File: src/rtl/pipelined_adder_pkg.sv
// Shared defaults and helpers for the sliced, pipelined add/subtract datapath.
package pipelined_adder_pkg;

  localparam int unsigned PA_WIDTH_DEFAULT = 32;
  localparam int unsigned PA_CHUNK_DEFAULT = 8;

  function automatic int unsigned pa_stages(input int unsigned width, input int unsigned chunk);
    return width / chunk;
  endfunction

endpackage

File: src/rtl/pipelined_adder_slice.sv
// Purely combinational CHUNK-bit adder with carry in/out; one per pipeline stage.
module adder_slice #(
  parameter int unsigned CHUNK = 8
) (
  input  logic [CHUNK-1:0] i_a,
  input  logic [CHUNK-1:0] i_b,
  input  logic             i_cin,
  output logic [CHUNK-1:0] o_sum,
  output logic             o_cout
);

  assign {o_cout, o_sum} = {1'b0, i_a} + {1'b0, i_b} + {{CHUNK{1'b0}}, i_cin};

endmodule

File: src/rtl/pipelined_adder.sv
// WIDTH-bit add/subtract split into carry-linked CHUNK slices, one register stage
// per slice, streaming through a valid/ready chain with full backpressure.
module pipelined_adder
  import pipelined_adder_pkg::*;
#(
  parameter int unsigned WIDTH = PA_WIDTH_DEFAULT,
  parameter int unsigned CHUNK = PA_CHUNK_DEFAULT
) (
  input  logic             clk,
  input  logic             rst_n,
  input  logic             in_valid,
  output logic             in_ready,
  input  logic [WIDTH-1:0] operand1,
  input  logic [WIDTH-1:0] operand2,
  input  logic             carry_in,
  input  logic             sub,
  output logic             out_valid,
  input  logic             out_ready,
  output logic [WIDTH-1:0] result,
  output logic             carry_out,
  output logic             overflow,
  output logic             zero
);

  localparam int unsigned STAGES = pa_stages(WIDTH, CHUNK);

  logic [STAGES-1:0] r_valid;
  logic [STAGES-1:0] r_carry;
  logic [WIDTH-1:0]  r_a   [STAGES];
  logic [WIDTH-1:0]  r_b   [STAGES];
  logic [WIDTH-1:0]  r_sum [STAGES];
  logic              r_loaded;

  logic [STAGES-1:0] w_ready;
  logic [STAGES-1:0] w_load;
  logic [WIDTH-1:0]  w_b_eff;
  logic              w_c0;
  logic [CHUNK-1:0]  w_sl_a   [STAGES];
  logic [CHUNK-1:0]  w_sl_b   [STAGES];
  logic [CHUNK-1:0]  w_sl_sum [STAGES];
  logic [STAGES-1:0] w_sl_cin;
  logic [STAGES-1:0] w_sl_cout;

  assign w_b_eff = sub ? ~operand2 : operand2;
  assign w_c0    = carry_in ^ sub;

  for (genvar k = 0; k < STAGES; k++) begin : g_stage
    // Stage k can move iff out_ready or some stage at or beyond k is empty.
    localparam logic [STAGES-1:0] LOW_MASK = {STAGES{1'b1}} >> (STAGES - k);
    assign w_ready[k] = out_ready | ~&(r_valid | LOW_MASK);

    if (k == 0) begin : g_first
      assign w_sl_a[k]   = operand1[CHUNK-1:0];
      assign w_sl_b[k]   = w_b_eff[CHUNK-1:0];
      assign w_sl_cin[k] = w_c0;
      assign w_load[k]   = w_ready[k] & in_valid;
    end else begin : g_next
      assign w_sl_a[k]   = r_a[k-1][k*CHUNK +: CHUNK];
      assign w_sl_b[k]   = r_b[k-1][k*CHUNK +: CHUNK];
      assign w_sl_cin[k] = r_carry[k-1];
      assign w_load[k]   = w_ready[k] & r_valid[k-1];
    end

    adder_slice #(.CHUNK(CHUNK)) u_slice (
      .i_a    (w_sl_a[k]),
      .i_b    (w_sl_b[k]),
      .i_cin  (w_sl_cin[k]),
      .o_sum  (w_sl_sum[k]),
      .o_cout (w_sl_cout[k])
    );
  end

  // Data registers only load with a real operation so outputs hold across bubbles.
  always_ff @(posedge clk or negedge rst_n) begin
    if (!rst_n) begin
      r_valid  <= '0;
      r_carry  <= '0;
      r_loaded <= 1'b0;
      for (int k = 0; k < STAGES; k++) begin
        r_a[k]   <= '0;
        r_b[k]   <= '0;
        r_sum[k] <= '0;
      end
    end else begin
      if (w_ready[0]) r_valid[0] <= in_valid;
      for (int k = 1; k < STAGES; k++) begin
        if (w_ready[k]) r_valid[k] <= r_valid[k-1];
      end
      if (w_load[0]) begin
        r_a[0]     <= operand1;
        r_b[0]     <= w_b_eff;
        r_sum[0]   <= WIDTH'(w_sl_sum[0]);
        r_carry[0] <= w_sl_cout[0];
      end
      for (int k = 1; k < STAGES; k++) begin
        if (w_load[k]) begin
          r_a[k]   <= r_a[k-1];
          r_b[k]   <= r_b[k-1];
          r_sum[k] <= r_sum[k-1];
          r_sum[k][k*CHUNK +: CHUNK] <= w_sl_sum[k];
          r_carry[k] <= w_sl_cout[k];
        end
      end
      if (w_load[STAGES-1]) r_loaded <= 1'b1;
    end
  end

  assign in_ready  = w_ready[0];
  assign out_valid = r_valid[STAGES-1];
  assign result    = r_sum[STAGES-1];
  assign carry_out = r_carry[STAGES-1];
  assign overflow  = (r_a[STAGES-1][WIDTH-1] == r_b[STAGES-1][WIDTH-1]) &&
                     (r_sum[STAGES-1][WIDTH-1] != r_a[STAGES-1][WIDTH-1]);
  // zero stays low until the first real result reaches the output stage.
  assign zero      = r_loaded && (r_sum[STAGES-1] == '0);

endmodule

File: config.mk
export PLATFORM = sky130hd
export DESIGN_NAME = pipelined_adder
export DESIGN_NICKNAME = d
export VERILOG_FILES = /design/src/rtl/pipelined_adder_pkg.sv /design/src/rtl/pipelined_adder_slice.sv /design/src/rtl/pipelined_adder.sv
export SDC_FILE = /design/constraint.sdc
export NUM_CORES = 1
export LEC_CHECK = 0
export CORE_ASPECT_RATIO = 0.6
export CORE_UTILIZATION = 55
export CTS_CLUSTER_DIAMETER = 200
export CTS_CLUSTER_SIZE = 24
export DETAILED_ROUTE_END_ITERATION = 6
export GPL_TIMING_DRIVEN = 0
export PLACE_DENSITY_LB_ADDON = 0.25
export SLEW_MARGIN = 20
export SYNTH_ARGS = -nofsm -noshare
export SYNTH_HDL_FRONTEND = slang
export SYNTH_SLANG_ARGS = --single-unit
File: constraint.sdc
create_clock -name clk -period 2.7 [get_ports clk]
set_input_delay 0.405 -clock clk [delete_from_list [all_inputs] [get_ports clk]]
set_output_delay 0.405 -clock clk [all_outputs]
set_load 0.005 [all_outputs]
# Yosys cells after proc, flatten, opt, wreduce, memory -nomap -nowiden
# Cells that the tools add are included.
op_classes:
  eq_ne: 2
  n_reduce_logical: 10
  n_addsub: 8
  bitwise_logic: 10
  mux: 1
ops:
  columns: ["cell", "count"]
  rows:
  - ["$add A8 B8 Y9", 4]
  - ["$add A9 B1 Y9", 4]
  - ["$logic_not A32 Y1", 1]
  - ["$mux W32", 1]
  - ["$not A32 Y32", 1]
  - ["$and A1 B1 Y1", 4]
  - ["$logic_not A1 Y1", 4]
  - ["$or A1 B1 Y1", 4]
  - ["$reduce_and A4 Y1", 1]
  - ["$reduce_and A3 Y1", 1]
  - ["$logic_and A1 B1 Y1", 2]
  - ["$reduce_and A2 Y1", 1]
  - ["$eq A1 B1 Y1", 1]
  - ["$ne A1 B1 Y1", 1]
  - ["$xor A1 B1 Y1", 1]
totals:
  elab_cells: 52
  ff_bits: 345

# Depth between registers and ports, before layout
depth:
  word_depth: 4
  depth_mapped: 11
  mapped_depth_nobuf: 9

# Hierarchy
# A second synthesis with hierarchy kept.
hier_totals:
  hier_cells: 651
  area_unflattened_um2: 8909.8
by_module_without_submodules:
  columns: ["mod", "instances", "seq_area_each_um2", "cells_per_inst", "area_each_um2"]
  rows:
  - ["pipelined_adder", 1, 4679.5, 486, 7568.5]
  - ["adder_slice (g_stage[2].u_slice ...)", 2, 0.0, 42, 331.6]
  - ["adder_slice (g_stage[1].u_slice)", 1, 0.0, 41, 346.6]
  - ["adder_slice (g_stage[0].u_slice)", 1, 0.0, 40, 331.6]

# Worst setup path after synthesis
# OpenSTA, ideal clock, no wires.
synth_path:
  path_type: "input -> register"
  start: "in sub"
  end: "reg r_carry[0]"
  arrival_ns: 2.582
  cell_stages: 11
  slack_ns: -0.016
  cell_sequence: "clkbuf_1 buf_2 xor2_1 fa_1 inv_1 fa_1 nor2b_1 o31ai_1 a21oi_1 a2111oi_0 nor3_1"
synth_between:
  elab_chain_len: 3
  word_cells_on_any_way: 4
synth_rtl:
  columns: ["element", "line", "rtl"]
  rows:
  - ["start: declaration", "pipelined_adder.sv:16", "input logic sub,"]
  - ["$mux W32", "pipelined_adder.sv:44", "assign w_b_eff = sub ? ~operand2 : operand2;"]
  - ["$add A8 B8 Y9", "pipelined_adder_slice.sv:12", "assign {o_cout, o_sum} = {1'b0, i_a} + {1'b0, i_b} + {{CHUNK{1'b0}}, i_cin};"]
  - ["$add A9 B1 Y9 *", "pipelined_adder_slice.sv:12", null]
  - ["end signal: assignment", "pipelined_adder.sv:93", "r_carry[0] <= w_sl_cout[0];"]
  - ["end signal: indexed assignment", "pipelined_adder.sv:101", "r_carry[k] <= w_sl_cout[k];"]
  - ["end: declaration", "pipelined_adder.sv:28", "logic [STAGES-1:0] r_carry;"]
# Mark *: on every way between the ends. The rest lies on a longest branch, timed or not.
# A chain may end at the register's enable or synchronous reset.

# Final worst setup path
layout_path:
  start: "in out_ready"
  end: "out in_ready"
layout_between:
  elab_chain_len: 1
layout_rtl:
  columns: ["element", "line", "rtl"]
  rows:
  - ["start: declaration", "pipelined_adder.sv:18", "input logic out_ready,"]
  - ["$or A1 B1 Y1", "pipelined_adder.sv:50", "assign w_ready[k] = out_ready | ~&(r_valid | LOW_MASK);"]
  - ["end: declaration", "pipelined_adder.sv:12", "output logic in_ready,"]
# Every way passes these cells.

==> flow_summary.toml <==
[clocking]
htree_levels = 4
cts-root-buf = "clkbuf_16"
clk_path_buf_depth = 2
insertion_delay_ns = 0.42
cts_tree = "yes"
numCtsBuffers = 17
clock-sinks = 187
post_cts_buffers = 0
clkTransAtPathRegs_ns = 0.06

[synthesis]
async_flop_share = 1.00
yosysSeqAreaShare = 0.538
synth_edf_count = 0
syn-num-nets = 808
avgSynthCellArea_sq_um = 12.4
synth_flop_cell = "dfrtp_1"
ys_warn_count = 0
netlist_area_sq_um = 8700
synth.distinct_cells = 43
synth_cells = 702
synth-seq-cells = 187

[final_layout]
drive_above_1_share = 0.264
postLayoutCoreUtil = 0.697
syn_to_final_growth_pct = 23.5
num-fill-cells = 1069
diodes = 0
final_nets = 934

[timing]
tightest_slew_ns = 0.652
grt_setup_unrepaired = "true"
drv_slew = 0
worst_clock_skew_ns = 0.00883
fin_crit_ns = 2.54
period_share = 0.942
finalHoldViolations = 0
clock.fmax_mhz = 393
finalSetupViolations = 0
setup_ws_ns = 0.158
maxSlewHeadroom = 0.565

[worst_hold_path]
min_from = "sub"
worstHoldPathCells = 3
min_to = "r_b[104]$_DFFE_PN0P_"
hold_class = "primary input to register"

[global_routing]
grt_max_degree = 101
overflow = 0
grt_pass1_wl_mm = 29.0
grt_pass1_vias = 5583
antenna_found_initial = 0
grt_util_all_layers = 0.236

[setup_path]
crit_arrival_ns = 2.14
worst_path_largest_cell_delay_ns = 0.48
r2r_cells = 7
slowest_stage = "clkdlybuf4s50_1"
r2r_slack_ns = 0.22
critical_path_peak_fanout = 5
reg2reg_from = "r_carry[1]$_DFFE_PN0P_"
path_cells = "clkdlybuf4s50_1 -> nand4b_2 -> or2_1 -> buf_2 -> clkdlybuf4s50_1"
crit_path_end_kind = "output port"
crit_cells = 5
start_kind = "primary input"
path_delay_family = "buffers and inverters"
crit_type = "primary input to output port"
reg2reg_to = "r_sum[54]$_DFFE_PN0P_"
path_buf_inv = 3
cp_data_required_time_ns = 2.30
crit_top_cell = "clkdlybuf4s50_1"
startpoint = "out_ready"

[placed_design]
dp_hpwl_mm = 13.8
place_congestion = 0.834
io_buffers = 105
dpl_worst_slack_ns = -0.300

[floorplan]
die_x_um = 164
coreArea_sq_um = 15400
dieArea_sq_um = 16300
initial_core_util = 0.564
dieHeight_um = 99.4
floorplan.io_pins = 107
rows = 35

[power]
p_per_area_nw_per_um2 = 1030
ir_worst_vdd_uv = 626
leakage_nw = 4.72
total_power_mw = 11.1

[routing]
drt_first_iter_violations = 325
route.detailed.drc = 0
postRouteAntennaNets = 0
dr.pass1.iters = 4
wl_per_cell_um = 17.5
wl_mm = 18.3
vias = 5684
avgViaCountPerCell = 5.44

[run_status]
status = "complete, no violations"

[job]
maxCapViolCount = 0
## timing repair
action,in CTS,in global routing
hold buffers,1,0
pin swaps,0,0
gates cloned,0,0
setup endpoints to repair,1,2
resized for setup,2,6
hold endpoints to repair,9,0
## cell usage after synthesis (2+ instances only)
cell type	n	area, sq um
xnor2_1	25	219
o21ai_0	62	310
buf_6	4	45.0
a211oi_1	8	60.1
a21o_1	5	37.5
and2_1	3	18.8
o211ai_1	3	22.5
nand4_1	2	12.5
clkbuf_1	4	15.0
inv_1	13	48.8
mux2_2	127	1430
fa_1	8	160
nor3_1	6	30.0
dfrtp_1	187	4680
nor2b_1	3	18.8
clkbuf_2	2	10.0
nand2_1	59	221
nand2b_1	9	56.3
nor2_1	17	63.8
buf_4	32	240
a31oi_1	2	12.5
xor2_1	24	210
a41o_1	2	20.0
o21a_1	3	22.5
ha_1	28	350
buf_2	17	85.1
a21oi_1	20	100
nor4_1	6	37.5
o31ai_1	7	52.6
## how the worst max path moves through the flow
| stage | to | slack, ns |
|---|---|---|
| after floorplan | r_carry[0]$_DFFE_PN0P_ | 0.06 |
| after global placement | r_b[121]$_DFFE_PN0P_ | -6.04 |
| after detailed placement | r_carry[0]$_DFFE_PN0P_ | -0.30 |
| after CTS | zero | 0.007 |
| after global routing | zero | -0.006 |
| final | in_ready | 0.16 |
## tightest hold or removal path: cells and delay by family
family,cells,cell delay (ns)
xor+xnor,1,0.13
compound gates,1,0.07
buf+inv,1,0.16
## where the power goes
part	total, mW	leakage [nW]	internal (mW)	switching [mW]
clock	2.72	0.315	1.65	1.06
combinational	3.80	2.17	2.20	1.60
sequential	4.56	2.23	3.78	0.777
total	11.1	4.72	7.63	3.44
## cell usage in the layout, fill, tap and decap left out, drive strengths merged, types with 20 or more instances in the layout
| cell | n |
|---|---|
| xor2 | 24 |
| dfrtp | 187 |
| xnor2 | 25 |
| ha | 28 |
| clkbuf | 24 |
| clkdlybuf4s50 | 104 |
| mux2 | 127 |
| buf | 56 |
| nand2 | 60 |
| a21oi | 20 |
| o21ai | 63 |
## state kept, by name, indices dropped and copies added (netlist names)
signal	flops
r_loaded	1
result	32
r_a	49
r_sum	48
r_valid	4
r_b	49
r_carry	4
## metal layers
layer,global-route usage,up-vias,wire (um)
li1,-,2678,-
met1,0.346,2833,8980
met2,0.363,158,8230
met3,0.0509,15,909
met4,0.0543,0,178
met5,0,-,0
## final cells by class
class	count	area, sq um	area share
repair buffers	107	1090	0.102
inverters	13	48.8	0.00454
well taps	203	254	0.0236
flip-flops and latches	187	4680	0.436
clock buffers	18	429	0.0399
clock inverters	14	216	0.0201
multi-input cells	442	3620	0.337
plain buffers	60	403	0.0375
## metrics by stage
stage / cell area [sq um] / hold slack [ns] / std cells / setup TNS (ns)
after floorplan: 8700 / 0.109 / 702 / 0
after global placement: 10000 / 0.443 / 1010 / -1127.24
after detailed placement: 10000 / 0.444 / 1011 / -0.467
after CTS: 10700 / 0.462 / 1044 / 0
after global routing: 10700 / 0.424 / 1044 / -0.00635
final: 10700 / 0.399 / 1044 / 0
## cells by family after synthesis
family	Yosys count	share of synthesized area
flip-flops	187	0.538
multiplexers	127	0.164
AND/OR/NAND/NOR	112	0.0598
buffers and inverters	73	0.0515
AO/OA/AOI/OAI	118	0.0785
XOR/XNOR	49	0.0493
adder cells (fa/ha/maj)	36	0.0587
(Power assumes the default switching activity.)
